==> src/rtl/spi_csr_bridge.sv <==
// SPI (mode 0) target that masters the 5-bit-address / 8-bit-data CSR bus.
// The SPI pins are oversampled with clk. Command and data bytes become single-cycle CSR writes or prefetched CSR reads.
module spi_csr_bridge #(
  parameter bit AUTO_INC = 1'b1
) (
  input  logic       clk,
  input  logic       rst,
  input  logic       spi_sck,
  input  logic       spi_cs_n,
  input  logic       spi_mosi,
  output logic       spi_miso,
  output logic       spi_miso_oe,
  output logic [4:0] csr_a,
  output logic [7:0] csr_di,
  output logic       csr_we,
  input  logic [7:0] csr_do
);

  typedef enum logic [1:0] {IDLE, CMD, DATA} state_t;

  state_t      state, state_nxt;
  logic [1:0]  sck_s, cs_s, mosi_s;
  logic        sck_d;
  logic        sck_q, cs_q, mosi_q;
  logic        sck_rise, sck_fall;
  logic        armed;
  logic [2:0]  bit_cnt;
  logic [7:0]  rx_sr, tx_sr, rx_byte;
  logic        wr;
  logic        rd_pend;
  logic        hold_fall;

  // Strobes decoded from state and the synchronised pins
  logic        clear, shift_en, byte_end, cmd_done, data_done;

  assign sck_q    = sck_s[1];
  assign cs_q     = cs_s[1];
  assign mosi_q   = mosi_s[1];
  assign sck_rise = sck_q & ~sck_d;
  assign sck_fall = ~sck_q & sck_d;
  assign rx_byte  = {rx_sr[6:0], mosi_q};
  assign spi_miso = tx_sr[7];

  // cs_n resets to "selected" so that a frame already in progress is never armed before cs_n goes high.
  always_ff @(posedge clk) begin
    if (rst) begin
      sck_s  <= 2'b00;
      cs_s   <= 2'b00;
      mosi_s <= 2'b00;
      sck_d  <= 1'b0;
    end else begin
      sck_s  <= {sck_s[0], spi_sck};
      cs_s   <= {cs_s[0], spi_cs_n};
      mosi_s <= {mosi_s[0], spi_mosi};
      sck_d  <= sck_q;
    end
  end

  always_ff @(posedge clk) begin
    if (rst) state <= IDLE;
    else     state <= state_nxt;
  end

  always_comb begin
    state_nxt = state;
    case (state)
      IDLE:    if (!cs_q && armed) state_nxt = CMD;
      CMD:     if (cs_q) state_nxt = IDLE;
               else if (cmd_done) state_nxt = DATA;
      DATA:    if (cs_q) state_nxt = IDLE;
      default: state_nxt = IDLE;
    endcase
  end

  // NOTE: combinational blocks assign every output a default first, so no latches are inferred.
  always_comb begin
    clear     = 1'b0;
    shift_en  = 1'b0;
    byte_end  = 1'b0;
    cmd_done  = 1'b0;
    data_done = 1'b0;
    if (state == IDLE || cs_q) begin
      clear = 1'b1;
    end else begin
      shift_en  = sck_rise;
      byte_end  = sck_rise && (bit_cnt == 3'd7);
      cmd_done  = byte_end && (state == CMD);
      data_done = byte_end && (state == DATA);
    end
  end

  // NOTE: sequential state uses non-blocking assignments only; later assignments in this block override earlier ones.
  always_ff @(posedge clk) begin
    if (rst) begin
      armed       <= 1'b0;
      bit_cnt     <= 3'd0;
      rx_sr       <= 8'h00;
      tx_sr       <= 8'h00;
      hold_fall   <= 1'b0;
      wr          <= 1'b0;
      rd_pend     <= 1'b0;
      csr_a       <= 5'd0;
      csr_di      <= 8'h00;
      csr_we      <= 1'b0;
      spi_miso_oe <= 1'b0;
    end else begin
      spi_miso_oe <= ~cs_q;
      if (state == IDLE && cs_q) armed <= 1'b1;

      if (clear) begin
        bit_cnt   <= 3'd0;
        rx_sr     <= 8'h00;
        tx_sr     <= 8'h00;
        hold_fall <= 1'b0;
      end else begin
        if (shift_en) begin
          rx_sr   <= rx_byte;
          bit_cnt <= bit_cnt + 3'd1;
        end
        // The freshly loaded MSB must survive the fall right after a byte completes
        if (sck_fall) begin
          if (hold_fall) hold_fall <= 1'b0;
          else           tx_sr     <= {tx_sr[6:0], 1'b0};
        end
        if (byte_end) hold_fall <= 1'b1;
      end

      if (cmd_done) begin
        csr_a <= rx_byte[4:0];
        wr    <= rx_byte[7];
      end

      csr_we <= data_done && wr;
      if (data_done && wr) csr_di <= rx_byte;

      rd_pend <= (cmd_done && !rx_byte[7]) || (data_done && !wr);
      if (rd_pend) begin
        if (!clear) tx_sr <= csr_do;
        if (AUTO_INC) csr_a <= csr_a + 5'd1;
      end
      if (csr_we && AUTO_INC) csr_a <= csr_a + 5'd1;
    end
  end

endmodule

==> config.mk <==
export PLATFORM = sky130hd
export DESIGN_NAME = spi_csr_bridge
export DESIGN_NICKNAME = d
export VERILOG_FILES = /design/src/rtl/spi_csr_bridge.sv
export SDC_FILE = /design/constraint.sdc
export NUM_CORES = 1
export LEC_CHECK = 0
export ABC_AREA = 1
export CELL_PAD_IN_SITES_DETAIL_PLACEMENT = 0
export CELL_PAD_IN_SITES_GLOBAL_PLACEMENT = 1
export CORE_UTILIZATION = 41
export DETAILED_ROUTE_END_ITERATION = 8
export GPL_TIMING_DRIVEN = 0
export PLACE_DENSITY = 0.86
export REMOVE_ABC_BUFFERS = 1
export SETUP_SLACK_MARGIN = 0.15
export SLEW_MARGIN = 5
export SYNTH_ARGS = -nofsm -noshare
export SYNTH_HDL_FRONTEND = slang
export SYNTH_SLANG_ARGS = --single-unit
==> constraint.sdc <==
create_clock -name clk -period 3.85 [get_ports clk]
set_clock_uncertainty 0.1 [all_clocks]
set_input_delay 1.155 -clock clk [delete_from_list [all_inputs] [get_ports clk]]
set_output_delay 1.155 -clock clk [all_outputs]
set_load 0.03 [all_outputs]
Yosys cells after proc, flatten, opt, wreduce, memory -nomap -nowiden
Index checks and enable logic that the tools add are counted.
Storage, ports and cells
  output and inout bits: 16
  word-level logic and storage cells: 67
  bits in registers: 46
  input port bits: 13
Cells by class
  bitwise logic cells: 5
  multiplexer cells: 20
  $add $sub $neg: 2
  eq/ne operators: 6
  reduce and logical (&&, ||, !) cells: 18
Operators with widths (number)
  $mux W8: 5
  $mux W5: 3
  $logic_and A1 B1 Y1: 8
  $mux W2: 4
  $mux W1: 7
  $pmux W2 S3: 1
  $add A5 B1 Y5 const B: 1
  $ne A2 B2 Y1 const B: 2
  $add A3 B1 Y3 const B: 1
  $eq A3 B3 Y1 const B: 1
  $logic_not A1 Y1: 3
  $ne A3 B3 Y1 const B: 1
  $not A1 Y1: 3
  $reduce_and A3 Y1: 1
  $reduce_bool A3 Y1: 1
  $and A1 B1 Y1: 2
  $eq A2 B1 Y1 const B: 1
  $eq A2 B2 Y1 const B: 1
  $logic_not A2 Y1: 1
  $logic_or A1 B1 Y1: 2
  $reduce_bool A2 Y1: 1
  $reduce_or A2 Y1: 1

Depth between registers and ports, before layout
  depth after elaboration: 8
  gate-level depth with buffers: 8
  depth with buffers taken out: 8

Least setup slack after synthesis
No wires, ideal clock.
  path type: input to register
  start: in rst
  end: reg tx_sr[6]
  path buffers: 2
  arrival: 1.869 ns
  stages on the path: 7
  library setup time: 0.116 ns
  data required time: 3.634 ns
  slack: 1.765 ns
  cell sequence: clkbuf_1 -> inv_1 -> nand2_4 -> inv_2 -> buf_6 -> o211ai_1 -> inv_1
RTL lines
  from (decl): RTL line 7  | input logic rst,
  to (signal assigned): RTL line 123  | else tx_sr <= {tx_sr[6:0], 1'b0};
  to (signal assigned): RTL line 138  | if (!clear) tx_sr <= csr_do;
  to (decl): RTL line 28  | logic [7:0] rx_sr, tx_sr, rx_byte;

==> metrics.md <==
| Metric | Value |
|---|---|
| IO Port Bufs | 28 |
| Drt first pass iters | 4 |
| Hold_buf cts | 0 |
| Post-route DRC | 0 |
| Sequential cell area fraction in the yosys report | 0.485 |
| Post-CTS Setup Inserts | 0 |
| Via count | 1558 |
| YS warnings | 0 |
| Largest cells by area after synthesis | dfxtp_1 (49%), nor2_1 (8.5%), nand2_1 (6.9%) |
| GRT Residual Overflow | 0 |
| Final setup fails | 0 |
| I/O Pins | 29 |
| Syn-to-layout area delta | 20.1% |
| Total track usage | 0.156 |
| Reg power frac | 0.606 |
| Area fraction of the dominant cell type after synthesis | 0.485 |
| RSZ-0062 raised after global routing | false |
| Pwr per Cell Area | 351 nW/um^2 |
| Worst-Skew Late Latency | 0.30 ns |
| Final Util | 0.516 |
| Synth Area per Inst | 7.81 um^2 |
| Peak VDD IR | 0.191 mV |
| Max-slew headroom | 0.570 |
| HPWL after DPL | 2510 um |
| CTS Buffer Depth | 2 |
| CTS tree | yes |
| # rows | 24 |
| DR vias/cell | 4.82 |
| WP data required | 3.95 ns |
| Mapped Cells | 243 |
| PostCTS Resize Cnt | 0 |
| H-tree Lvls | 2 |
| Mapped cell area | 1900 um^2 |
| Initial antenna violation count | 0 |
| Switching power | 0.175 mW |
| Area of the core | 4410 um^2 |
| DIE HEIGHT | 70.0 um |
| CTS Buf Count | 5 |
| Avg WL per Cell | 10.9 um |
| Hold crit path type | reg -> reg |
| Final period utilization | 0.717 |
| Initial Util | 0.430 |
| Synth cell types | 22 |
| Fmax | 362 MHz |
| Max cap viols | 0 |
| Slew Limit Fails | 0 |
| Register bit total from synthesis | 46 |
| Clk slew on worst S/H paths | 0.08 ns |
| Sum Neg Setup Slack | 0 ns |
| Total power | 0.799 mW |
| Die area | 4900 um^2 |
| Clk root buf | clkbuf_8 |
| CP endpoint kind | register |
| Final nets | 287 |
| Most common cell after layout, fill and taps aside | dfxtp_1 |
| Status | completed |
| CP max FO | 16 |
| DRT iter0 DRCs | 78 |
| WL final | 3530 um |
| Clk sinks | 46 |
| Gpl congestion | 0.799 |
| WHS | 0.307 ns |
| Pleak | 0.940 nW |
| Leading area contributor after synthesis | dfxtp_1 |
| Worst slack at placement | 0.722 ns |
| First-pass GRT wire length | 6000 um |
| Detail Route Antenna Nets | 0 |
| Switching share of total power | 0.220 |
| Worst path arrival time | 2.86 ns |
| Most frequent cells in the layout | dfxtp_1 (46), nor2_1 (43), nand2_1 (35) |
| Critical Path Source Type | input port |
| Cell-internal power | 0.624 mW |
| Logic pwr share | 0.049 |
| Slew @ Worst Pin | 0.643 ns |
| Vias in the first global route | 1318 |
| Final Hold Viols | 0 |
| Crit Path Class | in -> reg |
| # diodes | 0 |
| Crit path time final | 2.76 ns |
| Slack of the critical path | 1.09 ns |
| Clk pwr share | 0.345 |
| Share of layout cells above drive strength 1 | 0.0701 |
| Die Width | 70.0 um |
| Largest net degree at the start of global routing | 17 |
==> state kept, by name, summed over array words and instances, names as in the netlist <==
name / count
mosi_s: 2
sck_s: 2
armed: 1
csr_we: 1
spi_miso_oe: 1
wr: 1
tx_sr: 8
csr_a: 5
csr_di: 8
hold_fall: 1
bit_cnt: 3
state: 2
rx_sr: 7
cs_s: 2
sck_d: 1
rd_pend: 1
==> final cells by class <==
cell class / instances / area (um^2)
Fill cell: 441 / 2140
Inverter: 29 / 114
Multi-Input combinational cell: 161 / 821
Sequential cell: 46 / 921
Tap cell: 52 / 65.1
Clock buffer: 7 / 76.3
Timing Repair Buffer: 28 / 280
==> per-stage QoR <==
step	instances	area, um^2
floorplan	236	1860
global placement	316	2200
detailed placement	316	2200
CTS	323	2280
global route	323	2280
finish	323	2280
==> cells by family (layout without fill, tap and decap cells) <==
group / after synthesis / count (layout) / share of synthesized area
and+or+nand+nor: 113 / 113 / 0.283
DFF: 46 / 46 / 0.485
AOI/OAI and AO/OA: 44 / 44 / 0.125
buffers and inverters: 36 / 64 / 0.0818
adders and majority gates: 3 / 3 / 0.0198
xor gates and xnor gates: 1 / 1 / 0.00462
==> final timing paths <==
path | to | slack, ns | start | depth (start not counted)
max | tx_sr[0] | 1.09 | rst | 6
min reg2reg | sck_s[1] | 0.31 | sck_s[0] | 2
max reg2reg | csr_a[1] | 2.17 | rd_pend | 6
min | sck_s[1] | 0.31 | sck_s[0] | 2
==> power groups by stage <==
stage | logic, mW | clock network, mW | registers [mW]
final | 0.0389 | 0.276 | 0.485
after CTS | 0.0394 | 0.283 | 0.485
after floorplan | 0.0177 | 0 | 0.496
after global placement | 0.0389 | 0 | 0.496
after global routing | 0.0433 | 0.303 | 0.485
after detailed placement | 0.0392 | 0 | 0.496
==> cells in the mapped netlist <==
master and number:
a21oi_1 19, buf_6 2, clkbuf_1 5, clkinv_4 1
dfxtp_1 46, ha_1 3, inv_1 25, inv_2 3
nand2_1 35, nand2_2 1, nand2_4 2, nand3_1 24
nand3_4 1, nand4_1 1, nor2_1 43, nor2_2 1
nor2_4 4, nor2_8 1, o211ai_1 7, o21ai_0 16
o21ai_1 2, xor2_1 1
==> critical path, cell delays in order <==
cell and delay [ns]:
clkdlybuf4s50_1 0.83, inv_1 0.35, nand2_4 0.22, inv_2 0.13, o21ai_0 0.12, nor2_1 0.06
==> routing by layer <==
| layer | up-vias | GRT usage | share of wire |
|---|---|---|---|
| met4 | 0 | 0.0600 | 0.016 |
| met3 | 4 | 0.0534 | 0.048 |
| met5 | - | 0 | 0 |
| met2 | 31 | 0.221 | 0.42 |
| li1 | 830 | - | - |
| met1 | 693 | 0.216 | 0.52 |
No activity file was read; power rests on OpenSTA's default activity.
